[src/rtl/tpu_ctrl_pkg.sv]
// Shared definitions for the TPU control path: instruction width, field
// layout of the 5-bit control-unit instruction, the program entry record
// and the sequencer state encoding.
package tpu_ctrl_pkg;

  localparam int INSTR_W = 5;
  localparam int HOLD_W  = 8;

  // Activation select, instruction bits [1:0]
  localparam logic [1:0] ACT_NONE    = 2'b00;
  localparam logic [1:0] ACT_RELU    = 2'b01;
  localparam logic [1:0] ACT_SIGMOID = 2'b10;
  localparam logic [1:0] ACT_TANH    = 2'b11;

  // Single-bit control lines
  localparam int NN_START_BIT     = 2;
  localparam int LOAD_INPUTS_BIT  = 3;
  localparam int LOAD_WEIGHTS_BIT = 4;

  typedef struct packed {
    logic [INSTR_W-1:0] instr;
    logic [HOLD_W-1:0]  hold;
  } prog_entry_t;

  typedef enum logic {
    IDLE = 1'b0,
    RUN  = 1'b1
  } seq_state_t;

endpackage

[src/rtl/instruction_sequencer_if.sv]
// Host/control-unit side bundle of the instruction sequencer.
//   master : host (program load, start/stall/abort) observing the outputs
//   slave  : the sequencer itself
interface instruction_sequencer_if #(
  parameter int DEPTH   = 16,
  parameter int INSTR_W = 5,
  parameter int HOLD_W  = 8,
  parameter int AW      = $clog2(DEPTH)
);
  logic               prog_wr_en;
  logic [AW-1:0]      prog_wr_addr;
  logic [INSTR_W-1:0] prog_wr_instr;
  logic [HOLD_W-1:0]  prog_wr_hold;
  logic               start;
  logic [AW:0]        prog_len;
  logic               stall;
  logic               abort;
  logic [INSTR_W-1:0] instruction;
  logic               instr_valid;
  logic [AW-1:0]      pc;
  logic               busy;
  logic               done;

  modport master (
    output prog_wr_en, prog_wr_addr, prog_wr_instr, prog_wr_hold,
    output start, prog_len, stall, abort,
    input  instruction, instr_valid, pc, busy, done
  );

  modport slave (
    input  prog_wr_en, prog_wr_addr, prog_wr_instr, prog_wr_hold,
    input  start, prog_len, stall, abort,
    output instruction, instr_valid, pc, busy, done
  );
endinterface

[src/rtl/seq_prog_mem.sv]
// Program store: DEPTH x prog_entry_t register file, one synchronous write
// port and one combinational read port. A read of the address being written
// in the same cycle returns the incoming data, so a start issued together
// with a write to entry 0 plays the new entry.
//   clk     : clock
//   wr_en   : write strobe (already qualified by the caller)
//   wr_addr : write address
//   wr_data : entry to store
//   rd_addr : read address
//   rd_data : entry read (write-first)
module seq_prog_mem
  import tpu_ctrl_pkg::*;
#(
  parameter int DEPTH = 16,
  parameter int AW    = $clog2(DEPTH)
) (
  input  logic        clk,
  input  logic        wr_en,
  input  logic [AW-1:0] wr_addr,
  input  prog_entry_t wr_data,
  input  logic [AW-1:0] rd_addr,
  output prog_entry_t rd_data
);

  prog_entry_t mem_r [DEPTH];

  // Write port; contents are intentionally not cleared by reset
  always_ff @(posedge clk) begin
    if (wr_en) begin
      mem_r[wr_addr] <= wr_data;
    end
  end

  // Read port with write-first bypass
  always_comb begin
    rd_data = mem_r[rd_addr];
    if (wr_en && (wr_addr == rd_addr)) begin
      rd_data = wr_data;
    end else begin
      rd_data = mem_r[rd_addr];
    end
  end

endmodule

[src/rtl/instruction_sequencer.sv]
// Programmable instruction player feeding the TPU control unit.
// The host loads {instruction, hold} entries, then pulses start; each entry
// is presented for hold+1 cycles, stall freezes playback, abort returns to
// idle without a done pulse, and done pulses once on normal completion.
//   clk, rst : clock, synchronous active-high reset
//   bus      : slave side of instruction_sequencer_if (program write port,
//              start/prog_len/stall/abort in; instruction, instr_valid, pc,
//              busy, done out - all outputs registered)
module instruction_sequencer #(
  parameter int DEPTH   = 16,
  parameter int INSTR_W = 5,
  parameter int HOLD_W  = 8,
  parameter int AW      = $clog2(DEPTH)
) (
  input logic clk,
  input logic rst,
  instruction_sequencer_if.slave bus
);
  import tpu_ctrl_pkg::*;

  localparam logic [AW:0] DEPTH_LEN = (AW+1)'(DEPTH);

  seq_state_t         state_r, state_s;
  logic [AW-1:0]      pc_r, pc_s;
  logic [HOLD_W-1:0]  hold_r, hold_s;
  logic [AW:0]        len_r, len_s;
  logic [INSTR_W-1:0] instr_r, instr_s;
  logic               valid_r, valid_s;
  logic               busy_r, busy_s;
  logic               done_r, done_s;

  logic               wr_en_s;
  logic [AW-1:0]      rd_addr_s;
  logic [AW:0]        start_len_s;
  logic               last_s;
  prog_entry_t        wr_entry_s;
  prog_entry_t        rd_entry_s;

  // Program writes are only taken while idle
  assign wr_en_s    = bus.prog_wr_en & ~busy_r;
  assign wr_entry_s = {bus.prog_wr_instr, bus.prog_wr_hold};

  // Lengths beyond the store size play the whole store
  assign start_len_s = (bus.prog_len > DEPTH_LEN) ? DEPTH_LEN : bus.prog_len;

  // Length is >= 1 whenever this is consulted (RUN only)
  assign last_s = ({1'b0, pc_r} == (len_r - (AW+1)'(1)));

  // Idle fetches entry 0 for a start; RUN prefetches the following entry
  always_comb begin
    if (state_r == RUN) begin
      rd_addr_s = pc_r + AW'(1);
    end else begin
      rd_addr_s = {AW{1'b0}};
    end
  end

  seq_prog_mem #(
    .DEPTH (DEPTH),
    .AW    (AW)
  ) u_prog_mem (
    .clk     (clk),
    .wr_en   (wr_en_s),
    .wr_addr (bus.prog_wr_addr),
    .wr_data (wr_entry_s),
    .rd_addr (rd_addr_s),
    .rd_data (rd_entry_s)
  );

  // Next-state and next-output logic; abort overrides stall and start
  always_comb begin
    state_s = state_r;
    pc_s    = pc_r;
    hold_s  = hold_r;
    len_s   = len_r;
    instr_s = instr_r;
    valid_s = valid_r;
    busy_s  = busy_r;
    done_s  = 1'b0;
    if (bus.abort) begin
      state_s = IDLE;
      pc_s    = {AW{1'b0}};
      hold_s  = {HOLD_W{1'b0}};
      instr_s = {INSTR_W{1'b0}};
      valid_s = 1'b0;
      busy_s  = 1'b0;
    end else begin
      case (state_r)
        IDLE: begin
          instr_s = {INSTR_W{1'b0}};
          valid_s = 1'b0;
          busy_s  = 1'b0;
          if (bus.start && (start_len_s != {(AW+1){1'b0}})) begin
            state_s = RUN;
            pc_s    = {AW{1'b0}};
            hold_s  = rd_entry_s.hold;
            len_s   = start_len_s;
            instr_s = rd_entry_s.instr;
            valid_s = 1'b1;
            busy_s  = 1'b1;
          end else if (bus.start) begin
            done_s = 1'b1;
          end else begin
            done_s = 1'b0;
          end
        end
        RUN: begin
          if (bus.stall) begin
            state_s = RUN;
          end else if (hold_r != {HOLD_W{1'b0}}) begin
            hold_s = hold_r - HOLD_W'(1);
          end else if (!last_s) begin
            pc_s    = pc_r + AW'(1);
            hold_s  = rd_entry_s.hold;
            instr_s = rd_entry_s.instr;
          end else begin
            state_s = IDLE;
            pc_s    = {AW{1'b0}};
            instr_s = {INSTR_W{1'b0}};
            valid_s = 1'b0;
            busy_s  = 1'b0;
            done_s  = 1'b1;
          end
        end
        default: begin
          state_s = IDLE;
          pc_s    = {AW{1'b0}};
          hold_s  = {HOLD_W{1'b0}};
          instr_s = {INSTR_W{1'b0}};
          valid_s = 1'b0;
          busy_s  = 1'b0;
        end
      endcase
    end
  end

  // State and output registers
  always_ff @(posedge clk) begin
    if (rst) begin
      state_r <= IDLE;
      pc_r    <= {AW{1'b0}};
      hold_r  <= {HOLD_W{1'b0}};
      len_r   <= {(AW+1){1'b0}};
      instr_r <= {INSTR_W{1'b0}};
      valid_r <= 1'b0;
      busy_r  <= 1'b0;
      done_r  <= 1'b0;
    end else begin
      state_r <= state_s;
      pc_r    <= pc_s;
      hold_r  <= hold_s;
      len_r   <= len_s;
      instr_r <= instr_s;
      valid_r <= valid_s;
      busy_r  <= busy_s;
      done_r  <= done_s;
    end
  end

  assign bus.instruction = instr_r;
  assign bus.instr_valid = valid_r;
  assign bus.pc          = pc_r;
  assign bus.busy        = busy_r;
  assign bus.done        = done_r;

endmodule

[src/flat_wrapper.sv]
// flat-port wrapper written by rule: the top's interface ports become plain ports
module instruction_sequencer_flat import tpu_ctrl_pkg::*;
#(
  parameter int DEPTH   = 16,
  parameter int INSTR_W = 5,
  parameter int HOLD_W  = 8,
  parameter int AW      = $clog2(DEPTH)
)
  (clk, rst, bus_prog_wr_en, bus_prog_wr_addr, bus_prog_wr_instr, bus_prog_wr_hold, bus_start, bus_prog_len, bus_stall, bus_abort, bus_instruction, bus_instr_valid, bus_pc, bus_busy, bus_done);
  instruction_sequencer_if #(.DEPTH(DEPTH), .INSTR_W(INSTR_W), .HOLD_W(HOLD_W), .AW(AW)) bus_i ();
  input logic clk;
  input logic rst;
  input wire logic [$bits(bus_i.prog_wr_en)-1:0] bus_prog_wr_en;
  input wire logic [$bits(bus_i.prog_wr_addr)-1:0] bus_prog_wr_addr;
  input wire logic [$bits(bus_i.prog_wr_instr)-1:0] bus_prog_wr_instr;
  input wire logic [$bits(bus_i.prog_wr_hold)-1:0] bus_prog_wr_hold;
  input wire logic [$bits(bus_i.start)-1:0] bus_start;
  input wire logic [$bits(bus_i.prog_len)-1:0] bus_prog_len;
  input wire logic [$bits(bus_i.stall)-1:0] bus_stall;
  input wire logic [$bits(bus_i.abort)-1:0] bus_abort;
  output wire logic [$bits(bus_i.instruction)-1:0] bus_instruction;
  output wire logic [$bits(bus_i.instr_valid)-1:0] bus_instr_valid;
  output wire logic [$bits(bus_i.pc)-1:0] bus_pc;
  output wire logic [$bits(bus_i.busy)-1:0] bus_busy;
  output wire logic [$bits(bus_i.done)-1:0] bus_done;
  assign bus_i.prog_wr_en = bus_prog_wr_en;
  assign bus_i.prog_wr_addr = bus_prog_wr_addr;
  assign bus_i.prog_wr_instr = bus_prog_wr_instr;
  assign bus_i.prog_wr_hold = bus_prog_wr_hold;
  assign bus_i.start = bus_start;
  assign bus_i.prog_len = bus_prog_len;
  assign bus_i.stall = bus_stall;
  assign bus_i.abort = bus_abort;
  assign bus_instruction = bus_i.instruction;
  assign bus_instr_valid = bus_i.instr_valid;
  assign bus_pc = bus_i.pc;
  assign bus_busy = bus_i.busy;
  assign bus_done = bus_i.done;
  instruction_sequencer #(.DEPTH(DEPTH), .INSTR_W(INSTR_W), .HOLD_W(HOLD_W), .AW(AW)) u_core (.clk(clk), .rst(rst), .bus(bus_i));
endmodule
[config.mk]
export PLATFORM = sky130hd
export DESIGN_NAME = instruction_sequencer_flat
export DESIGN_NICKNAME = d
export VERILOG_FILES = /design/src/rtl/tpu_ctrl_pkg.sv /design/src/rtl/instruction_sequencer_if.sv /design/src/rtl/seq_prog_mem.sv /design/src/rtl/instruction_sequencer.sv /design/src/flat_wrapper.sv
export SDC_FILE = /design/constraint.sdc
export NUM_CORES = 1
export LEC_CHECK = 0
export ABC_AREA = 1
export BUFFER_PORTS_ARGS = -buffer_cell sky130_fd_sc_hd__buf_2
export CORE_MARGIN = 4
export CORE_UTILIZATION = 56
export DETAILED_ROUTE_END_ITERATION = 10
export PLACE_DENSITY = 0.77
export SETUP_SLACK_MARGIN = 0.1
export SYNTH_ARGS = -nofsm -noshare
export SYNTH_HDL_FRONTEND = slang
export SYNTH_SLANG_ARGS = --single-unit
[constraint.sdc]
create_clock -name clk -period 2 [get_ports clk]
set_clock_uncertainty 0.1 [all_clocks]
set_input_delay 0.2 -clock clk [delete_from_list [all_inputs] [get_ports clk]]
set_output_delay 0.2 -clock clk [all_outputs]
set_load 0.03 [all_outputs]
Yosys cells after proc, flatten, opt, wreduce, memory -nomap -nowiden
Memories as Yosys holds them, arrays and structs flattened. Index checks and enable logic that the tools add are counted.

Register bits: 25. Memory bits (writable): 208. Memories: 1.

Memory list: u_core.u_prog_mem.mem_r (depth 16, bits a word 13, rd ports 1, clocked after memory_dff 0, wr ports 1, RTL line seq_prog_mem.sv:25) `prog_entry_t mem_r [DEPTH];`.

Add/sub/neg operators: 3. $lt $le $gt $ge: 1. Eq/ne operators: 7. Multiplexer cells: 35. Bitwise gates (word level): 4. Reduce and logical (&&, ||, !) cells: 10.

Operator list (number): two-way mux 8 bit (4); two-way mux 5 bit (5); two-way mux 4 bit (5); case mux 8 bit (2 select lines) (1); two-way mux 1 bit (14); two-way mux 13 bit (1); AND reduction 3 bit (4); case mux 5 bit (2 select lines) (1); case mux 4 bit (2 select lines) (1); nonzero test 8 bit (1); subtractor 8 x 1 -> 8 bit, second input constant (1); != test 2 bit, second input constant (3); case mux 1 bit (2 select lines) (3); == test 4 x 5 -> 1 bit (1); greater-than comparator 5 bit, second input constant (1); nonzero test 5 bit (1); subtractor 5 x 1 -> 5 bit, second input constant (1); adder 4 x 1 -> 4 bit, second input constant (1); == test 4 bit (1); != test 3 bit, second input constant (1); NOT 1 bit (3); logical AND 1 bit (2); != test 2 x 1 -> 1 bit, second input constant (1); AND reduction 2 bit (1); other kinds (2) (2).

Longest topological paths before layout
Word-level depth: 9. Depth in mapped cells: 15. Depth with buffers taken out: 15.

By module
From an unflattened synthesis, not the netlist that was laid out.

Cells, all modules: 1169. Area, all modules: 10904.2 um2.

By module, submodules not included: seq_prog_mem (instances 1, cells an instance 918, area each 9308.9 um2, sequential area each 6246.0 um2); instruction_sequencer (instances 1, cells an instance 251, area each 1595.3 um2, sequential area each 500.5 um2).

Worst setup path before layout
No wires, ideal clock.

Path kind: register to register. Start point: register u_core.pc_r[1], in the netlist u_core.bus.pc[1]. End point: register u_core.instr_r[3], in the netlist u_core.bus.instruction[3]. Library setup time: 132 ps. Arrival time: 1848 ps. Data required time: 1768 ps. Slack: -81 ps. Stages on the path, launching flop included: 11. Period minus slack after synthesis: 2081 ps. Cells stage by stage: dfxtp_1 -> ha_1 -> nand2_4 -> nand2_1 -> nand2_1 -> nand3_2 -> nor2_4 -> nand2_4 -> or2_2 -> nand3_1 -> a21oi_1.

Longest elaborated chain between the ends: 9.

Ends and longest elaborated chain: start, declared (RTL line instruction_sequencer.sv:24) `logic [AW-1:0] pc_r, pc_s;`; start signal, assigned (RTL line instruction_sequencer.sv:141) `pc_r <= {AW{1'b0}};`; start signal, assigned (RTL line instruction_sequencer.sv:150) `pc_r <= pc_s;`; parallel branches: the longest is 8 deep, another holds memory read (16 x 13 bit); case mux 5 bit (2 select lines) * (RTL line instruction_sequencer.sv:88) `case (state_r)`; end signal, assigned (RTL line instruction_sequencer.sv:144) `instr_r <= {INSTR_W{1'b0}};`; end signal, assigned (RTL line instruction_sequencer.sv:153) `instr_r <= instr_s;`; end, declared (RTL line instruction_sequencer.sv:27) `logic [INSTR_W-1:0] instr_r, instr_s;`.

Every way passes the cells marked *. The select of a mux whose other input is x is not followed. A chain may end at the register's enable or synchronous reset.

Worst setup path after layout
Start point: register u_core.state_r. End point: register u_core.hold_r[1].

Longest elaborated chain between the ends: 8.

Ends and longest elaborated chain: start, declared (RTL line instruction_sequencer.sv:23) `seq_state_t state_r, state_s;`; start signal, assigned (RTL line instruction_sequencer.sv:149) `state_r <= state_s;`; parallel branches: the longest is 8 deep, another holds memory read (16 x 13 bit); end signal, assigned (RTL line instruction_sequencer.sv:142) `hold_r <= {HOLD_W{1'b0}};`; end signal, assigned (RTL line instruction_sequencer.sv:151) `hold_r <= hold_s;`; end, declared (RTL line instruction_sequencer.sv:25) `logic [HOLD_W-1:0] hold_r, hold_s;`.

Several ways; the timed one is not identified. The select of a mux whose other input is x is not followed.

==> results.yml <==
floorplan:
  rows: 49
  die-area_mm2: 0.0208
  die_h_um: 144
  die_w_um: 144
  fp.coreArea_mm2: 0.0181
  start_util_pct: 57.3
  ios: 40
route:
  vias_per_cell: 5.94
  drt_iter0_markers: 1195
  routed_wl_um: 30800
  wire_per_inst_um: 21.2
  drc: 0
  drtAntennaViolNets: 0
  first_pass_iters: 8
  vias: 8606
setup_path:
  cp.required_ps: 2350
  cp-start-kind: "register"
  r2r_cells: 15
  startpoint: "u_core.state_r$_SDFF_PP0_"
  timing.rr.end: "u_core.hold_r[1]$_SDFFE_PP0P_"
  endpoint_kind: "register"
  arrival_ps: 2420
  worstPathMaxFanout: 6
  critPathKind: "reg2reg"
  r2r-start: "u_core.state_r$_SDFF_PP0_"
  reg2reg_slack_ps: -60
pwr:
  power.density_mw_per_mm2: 805
  p_leak_nw: 5.49
  power.total_mw: 10.8
  max-vdd-ir-drop_v: 0.000845
placement:
  io_buffers: 39
  place_inst: 1341
  dpl.hpwl_um: 16500
  dp_worst_setup_slack_ps: -35.4
  routabilityCongestion: 0.917
cells_and_area:
  fin_util_pct: 74.1
  area_growth_pct: 29.2
  layout_commonest_cell: "nand2_1"
  mostFrequentLayoutCells: "235 x nand2_1, 208 x edfxtp_1, 127 x nand3_1"
  antenna_cells: 0
  layout-drive-gt1-share_pct: 25.8
  fin_nets: 1234
  instances_no_fill: 1450
sta:
  finalSetupViolations: 5
  fmax_ghz: 0.485
  final_hold_viol_count: 0
  setup_ws_ps: -61.3
  min_period_ps: 2060
  tightest_slew_ps: 611
  finalCritPeriodShare_pct: 103
  rsz0062_at_grt: "true"
  maxSlewHeadroom_pct: 59.2
  slew_viol_final: 0
clocking:
  cts_sinks: 233
  cts.clk_slew.worst_paths_ps: 60
  h-tree-depth: 1
  cts_root_buffer: "clkbuf_16"
  clock_latency_ps: 540
  cts_tree: "done"
  clockBufferDepth: 3
  numCtsBuffers: 25
global_route:
  gr-usage-all-layers_pct: 27.8
  grt_max_degree: 43
  grt_remaining_overflow: 0
  grt_pass1_wl_um: 43900
  grt_pass1_vias: 7959
  antenna_found_initial: 1
synth:
  ys_seq_area_share_pct: 64.8
  syn-num-nets: 1077
  yosys_warnings: 0
  synthesis.area_mm2: 0.0104
  ys_seq_elements: 233
  syn_inst: 1045
  yosysUniqueCellTypes: 29
  syn_avg_cell_area_um2: 9.96
hold_path:
  hold_depth: 1
  hold_path_end: "u_core.u_prog_mem.mem_r[3][1]$_DFFE_PP_"
  hold_class: "in2reg"
  hp-start: "bus_prog_wr_hold[1]"
status:
  status: "complete, but fails checks"
  violations: "negative setup slack"
run:
  maxCapViolCount: 0
## worst max-delay path, stage by stage (launching register included)
cell     delay (ps)
dfxtp_4         350
buf_12          140
inv_6            70
nor2_4           40
buf_12          150
buf_12          140
buf_4           140
nand2_1          50
nand3_1          90
nand3_1          90
nand3_1         120
nand2_1         140
nand2_1          70
nand2_1          60
nand3_1          70
a21oi_1         150
## cell families (layout without fill, tap and decap cells)
kind of cell               count (synthesis)  after routing  share of synthesized area (%)
AOI/OAI and AO/OA                         82             82                           4.59
xor gates and xnor gates                   1              1                         0.0842
adders and majority gates                  4              4                          0.481
buffers and inverters                    151            327                           6.38
DFF                                      233            233                           64.8
and+or+nand+nor                          574            574                           23.6
## worst max-delay path by stage
stage | endpoint | slack, ps | cells past startpoint
2_1_floorplan | u_core.u_prog_mem.mem_r[0][0]$_DFFE_PP_ | 50 | 3
3_3_place_gp | u_core.bus.instruction[0]$_SDFFE_PP0P_ | 20 | 10
3_5_place_dp | u_core.hold_r[0]$_SDFFE_PP0P_ | -40 | 14
4_1_cts | u_core.hold_r[4]$_SDFFE_PP0P_ | 50 | 14
5_1_grt | u_core.hold_r[4]$_SDFFE_PP0P_ | -130 | 13
6_report | u_core.hold_r[1]$_SDFFE_PP0P_ | -60 | 15
## flip-flops by register name, summed over array words and instances (netlist names)
register                 count
u_core.bus.done              1
u_core.bus.instr_valid       1
u_core.bus.instruction       5
u_core.bus.pc                4
u_core.hold_r                8
u_core.len_r                 5
u_core.state_r               1
u_core.u_prog_mem.mem_r    208
## stage by stage
| stage | instance area, um2 | hold slack, ps | setup TNS, ps |
|---|---|---|---|
| 6_report | 13400 | 5.89 | -196 |
| 5_1_grt | 13400 | 13.6 | -1080 |
| 4_1_cts | 12900 | 4.39 | 0 |
| 3_5_place_dp | 11300 | 357 | -150 |
| 3_3_place_gp | 11300 | 344 | 0 |
| 2_1_floorplan | 10400 | 169 | 0 |
## what timing repair did
action,in CTS,in global routing
endpoints found under the setup margin,13,25
gates cloned,9,6
gates resized for setup,74,87
pin swaps,47,57
buffers inserted,21,8
hold buffers,20,0
endpoints found under the hold margin,170,0
## metal layers
metal	part of all wire, %	vias up	track usage [%]	wire (um)
met5	0	-	0	0
met4	4.7	0	10.3	1440
met3	13	126	5.22	3880
met2	46	633	44.1	14200
met1	37	4029	38.7	11300
li1	-	3818	-	-
## power breakdown
group / switching (mW) / internal (mW) / total [mW]
registers: 0.0305 / 5.37 / 5.40
clock network: 1.88 / 2.45 / 4.33
logic: 0.639 / 0.452 / 1.09
## synth_stat cells
library cell / count / area share [%]
nand2_1: 264 / 9.5
nand4_1: 4 / 0.24
nand3_1: 148 / 7.1
inv_2: 1 / 0.036
a21oi_1: 31 / 1.5
o21a_1: 4 / 0.29
edfxtp_1: 208 / 60
o21ai_0: 17 / 0.82
nor2_1: 129 / 4.7
nand2_4: 3 / 0.32
a211oi_1: 1 / 0.072
clkbuf_1: 10 / 0.36
a22oi_1: 2 / 0.14
buf_2: 28 / 1.3
nor4_1: 1 / 0.060
o211ai_1: 20 / 1.4
ha_1: 4 / 0.48
inv_4: 1 / 0.060
o21ai_1: 7 / 0.34
buf_4: 2 / 0.14
xor2_1: 1 / 0.084
buf_6: 7 / 0.76
dfxtp_1: 25 / 4.8
or2_2: 17 / 1.0
nand3_2: 3 / 0.29
nor2_2: 2 / 0.12
nand3b_1: 1 / 0.072
nor2_4: 2 / 0.22
inv_1: 102 / 3.7
## area by class of cell
cell class / instances / area (um2)
multi-input combinational: 661 / 3390
tap: 229 / 287
fill: 1129 / 4700
timing repair buffer: 177 / 1840
clock buffer: 33 / 656
sequential: 233 / 6760
inverter: 104 / 405
clock inverter: 13 / 104
Power figures use the tool's default switching activity.
